File: src/rtl/regfile_wb_arbiter.sv
// Write-back arbiter for the register file: ALU results have priority, long-unit results queue
// in an in-order FIFO, and a pending scoreboard tracks in-flight long ops. Optional WB_FWD_EN.
module regfile_wb_arbiter #(
  parameter int unsigned FIFO_DEPTH = 4,
  parameter int unsigned DATA_W     = 32,
  parameter int unsigned ADDR_W     = 5
) (
  input  logic                            clk,
  input  logic                            rst,
  input  logic                            alu_valid,
  input  logic [ADDR_W-1:0]               alu_reg,
  input  logic [DATA_W-1:0]               alu_data,
  output logic                            alu_stall,
  input  logic                            lu_valid,
  output logic                            lu_ready,
  input  logic [ADDR_W-1:0]               lu_reg,
  input  logic [DATA_W-1:0]               lu_data,
  input  logic                            iss_valid,
  input  logic [ADDR_W-1:0]               iss_reg,
  output logic [31:0]                     pending,
  output logic [$clog2(FIFO_DEPTH):0]     fifo_count,
  output logic                            RegWrite,
  output logic [ADDR_W-1:0]               Write_reg,
  output logic [DATA_W-1:0]               Write_data
`ifdef WB_FWD_EN
  ,
  input  logic [ADDR_W-1:0]               fwd_addr_1,
  input  logic [ADDR_W-1:0]               fwd_addr_2,
  output logic                            fwd_hit_1,
  output logic                            fwd_hit_2,
  output logic [DATA_W-1:0]               fwd_data_1,
  output logic [DATA_W-1:0]               fwd_data_2
`endif
);

  localparam int unsigned PW = $clog2(FIFO_DEPTH);
  localparam int unsigned CW = PW + 1;
  localparam logic [CW-1:0] FullCnt = CW'(FIFO_DEPTH);

  logic [ADDR_W-1:0] mem_reg_q  [FIFO_DEPTH];
  logic [DATA_W-1:0] mem_data_q [FIFO_DEPTH];
  logic [PW-1:0]     wptr_q, wptr_d, rptr_q, rptr_d;
  logic [CW-1:0]     count_q, count_d;
  logic [31:0]       pending_q, pending_d;
  logic              regwrite_q, regwrite_d;
  logic [ADDR_W-1:0] wreg_q, wreg_d;
  logic [DATA_W-1:0] wdata_q, wdata_d;

  logic alu_win, push, pop, accept;

  always_comb begin
    alu_stall = (count_q == FullCnt);
    lu_ready  = (count_q != FullCnt);
    accept    = lu_valid & lu_ready;
    // r0 destinations complete the handshake but never enter the queue
    push      = accept & (lu_reg != '0);
    alu_win   = alu_valid & ~alu_stall & (alu_reg != '0);
    pop       = ~alu_win & (count_q != '0);
  end

  always_comb begin
    wptr_d     = wptr_q;
    rptr_d     = rptr_q;
    count_d    = count_q;
    regwrite_d = 1'b0;
    wreg_d     = wreg_q;
    wdata_d    = wdata_q;
    pending_d  = pending_q;

    if (push) wptr_d = wptr_q + PW'(1);
    if (pop)  rptr_d = rptr_q + PW'(1);
    if (push && !pop) begin
      count_d = count_q + CW'(1);
    end else if (pop && !push) begin
      count_d = count_q - CW'(1);
    end

    if (alu_win) begin
      regwrite_d = 1'b1;
      wreg_d     = alu_reg;
      wdata_d    = alu_data;
    end else if (pop) begin
      regwrite_d = 1'b1;
      wreg_d     = mem_reg_q[rptr_q];
      wdata_d    = mem_data_q[rptr_q];
    end

    // Clear before set so a same-cycle issue to the retiring register stays pending
    if (pop) pending_d[32'(mem_reg_q[rptr_q])] = 1'b0;
    if (iss_valid) pending_d[32'(iss_reg)] = 1'b1;
    pending_d[0] = 1'b0;
  end

  always_ff @(posedge clk) begin
    if (rst) begin
      wptr_q     <= '0;
      rptr_q     <= '0;
      count_q    <= '0;
      pending_q  <= '0;
      regwrite_q <= 1'b0;
      wreg_q     <= '0;
      wdata_q    <= '0;
    end else begin
      wptr_q     <= wptr_d;
      rptr_q     <= rptr_d;
      count_q    <= count_d;
      pending_q  <= pending_d;
      regwrite_q <= regwrite_d;
      wreg_q     <= wreg_d;
      wdata_q    <= wdata_d;
    end
  end

  always_ff @(posedge clk) begin
    if (push) begin
      mem_reg_q[wptr_q]  <= lu_reg;
      mem_data_q[wptr_q] <= lu_data;
    end
  end

  assign pending    = pending_q;
  assign fifo_count = count_q;
  assign RegWrite   = regwrite_q;
  assign Write_reg  = wreg_q;
  assign Write_data = wdata_q;

`ifdef WB_FWD_EN
  // Bypass the value being committed this cycle to decode readers
  always_comb begin
    fwd_hit_1  = regwrite_q & (wreg_q == fwd_addr_1) & (fwd_addr_1 != '0);
    fwd_hit_2  = regwrite_q & (wreg_q == fwd_addr_2) & (fwd_addr_2 != '0);
    fwd_data_1 = fwd_hit_1 ? wdata_q : '0;
    fwd_data_2 = fwd_hit_2 ? wdata_q : '0;
  end
`endif

endmodule

File: config.mk
export PLATFORM = sky130hd
export DESIGN_NAME = regfile_wb_arbiter
export DESIGN_NICKNAME = d
export VERILOG_FILES = /design/src/rtl/regfile_wb_arbiter.sv
export SDC_FILE = /design/constraint.sdc
export NUM_CORES = 1
export LEC_CHECK = 0
export ABC_AREA = 1
export ABC_CLOCK_PERIOD_IN_PS = 2800
export BUFFER_PORTS_ARGS = -buffer_cell sky130_fd_sc_hd__buf_2
export CAP_MARGIN = 10
export CORE_UTILIZATION = 50
export DETAILED_ROUTE_END_ITERATION = 16
export PLACE_DENSITY = 0.83
export REMOVE_ABC_BUFFERS = 1
export SLEW_MARGIN = 15
export SYNTH_ARGS = -nofsm -noshare
export SYNTH_HDL_FRONTEND = slang
export SYNTH_SLANG_ARGS = --single-unit
File: constraint.sdc
create_clock -name clk -period 2.8 [get_ports clk]
set_input_delay 0.14 -clock clk [delete_from_list [all_inputs] [get_ports clk]]
set_output_delay 0.14 -clock clk [all_outputs]
set_load 0.02 [all_outputs]
==> out/results.txt <==
result of the run -> finished clean
Cells after Synth -> 835
CTS Buf Count -> 23
Clock Tree Root -> clkbuf_16
crit share post-route -> 88.16%
CTS resizes -> 0
largest net degree at the start of global routing -> 65
CP most frequent cell -> buf_4
# hold bufs at CTS -> 74
fin. max-slew vios -> 0
CP Class -> flop to flop
clock sinks -> 226
Mapped Avg Cell Area -> 10.82 µm²
Die ar. -> 18620 µm²
Layout area overhead -> 27.86%
Placed Cells -> 1188
Tmin final -> 2.469 ns
vias in the first global route -> 7135
Biggest register -> mem_data_q
synthesized flop and latch total -> 226
Startpoint Class -> flop
max reg flops -> 128
final total power -> 10330 µW
crit-path max cell delay -> 0.56 ns
fin nets -> 1152
setup ws final -> 0.3315 ns
clock buffer depth -> 3
Die Y -> 136.4 µm
max frequency -> 405.1 MHz
post-synthesis cell area -> 9037 µm²
Cell Count, Final, Fillers Out -> 1306
DRT Pass-1 Iters -> 5
most common cell after layout, fill and taps aside -> buf_2
Port Buffers -> 157
first-pass GRT wire length -> 36560 µm
Worst Hold Class -> input pin to flop
hold slack -> 0.02218 ns
I/O pin cnt -> 159
CP top delay family -> buffers and inverters
Post-CTS Setup Bufs -> 0
Place WS -> 0.3906 ns
crit-path cells -> nor2_2, a21oi_2, nand2_2, buf_4, inv_2, o21ai_2, buf_4, o21ai_1
Critical Path AT -> 2.82 ns
Rows -> 48
Pwr Density -> 894.4 nW/µm²
Cell variety after synth -> 35
Setup Viol. Count Final -> 0
most frequent cells in the layout -> 157 x buf_2, 148 x edfxtp_1, 144 x nand2_1
TritonCTS clock tree -> yes
largest area contributor in the synthesized netlist -> edfxtp_1
required time of the critical path -> 3.15 ns
GPL Wtd Cong -> 0.8434
CP max FO -> 64
YS warnings -> 0
layout cell share with drive strength beyond 1 -> 22.98%
top cells by area, synth -> edfxtp_1 49%, dfxtp_1 17%, nand2_1 6.0%
CP Buf/Inv Count -> 3
Critical-path top delay cell -> buf_4
RSZ-0062 raised after global routing -> false
LEAKAGE -> 0.004450 µW
register area share after synthesis -> 66.45%
Worst-path clk slew -> 0.06 ns
clk_skew -> 0.006477 ns
Starting Density -> 51.71%
worst skew pair latency -> 0.50 ns
routed len/inst -> 18.37 µm
Worst slew margin -> 31.18%
Die Wd -> 136.4 µm
maxcap violations -> 0
post-route antenna net violation count -> 0
total track usage -> 25.72%
Post-Route WL -> 24000 µm
drt via density -> 5.645
1st-iter DRT viols -> 615
grt ovf -> 0
endpoint type of the worst setup path -> flop
H-tree levels -> 1
initial antenna violation count -> 3
vias -> 7372
Hold Fails Final Rpt -> 0
worst-margin pin slew -> 1.024 ns
drt drc -> 0
peak supply drop -> 0.5484 mV
DP Wirelength -> 13880 µm
# fillers -> 1215
core footprint -> 17480 µm²
share of the synthesized area in the top cell type -> 49.18%
## stage by stage
step	utilization (%)	setup TNS [ns]	area, µm²
final	66.12	0	11550
after global routing	66.12	0	11550
after CTS	66.09	0	11550
after detailed placement	57.62	0	10070
after global placement	57.62	0	10070
after floorplan	-	-49.71	8811
## metal layers
layer	vias to the layer above	track usage, %	part of all wire (%)
li1	3392	-	-
met3	45	4.512	7.7
met5	-	0	0
met2	382	45.46	52
met4	0	10.31	2.3
met1	3553	30.98	38
## worst min-delay path, stage by stage
cell and delay [ns]:
buf_2 0.12, nor3_1 0.09, nand2_1 0.06, a21oi_1 0.06
## Yosys cell counts
library cell and number:
nor2_1 75, o21ai_2 1, clkinv_1 1, clkbuf_1 24, inv_1 37, nand3_1 43, nand3_4 1, and3_1 1
nand2_1 145, ha_1 5, o21ai_1 32, dfxtp_1 78, nor2_2 6, a21oi_1 38, nor2_4 5, fa_1 1
inv_2 4, inv_4 1, nor3_1 11, buf_6 3, a21oi_2 1, o221ai_1 30, nand2_2 10, o22ai_1 2
edfxtp_1 148, buf_2 13, xor2_1 1, nor2_8 2, conb_1 1, nand3_2 4, o211ai_1 3, o21ai_0 101
nand3b_1 1, nand2_4 1, buf_4 5
## cell families (layout without fill, tap and decap cells)
group | Yosys count | after routing | synth area share [%]
buffers and inverters | 88 | 332 | 4.319
adder cells (fa/ha/maj) | 6 | 6 | 0.9138
flip-flops | 226 | 226 | 66.45
AND/OR/NAND/NOR | 305 | 305 | 15.22
XOR/XNOR | 1 | 1 | 0.09693
AO/OA/AOI/OAI | 208 | 208 | 12.96
other | 1 | 3 | 0.04149
## power breakdown
part	switching [µW]	internal, µW
registers	249	4070
clock network	1220	1790
logic	2110	898
## final timing paths
path | depth (start not counted) | slack, ns | to | start
hold / removal | 4 | 0.02 | pending[3] | iss_reg[4]
hold reg to reg | 2 | 0.46 | pending[25] | pending[25]
setup reg to reg | 8 | 0.33 | Write_data[22] | fifo_count[0]
setup / recovery | 8 | 0.33 | Write_data[22] | fifo_count[0]
## cell type report
type,count,area (µm²),share of cell area [%]
Multi-Input combinational cell,521,2674,23.14
Timing Repair Buffer,247,1684,14.58
Clock buffer,34,646.9,5.598
Clock inverter,8,92.59,0.8013
Tap cell,225,281.5,2.436
Sequential cell,226,6007,51.99
Antenna cell,2,5.005,0.04331
Inverter,43,163.9,1.419
Power figures use the tool's default switching activity.
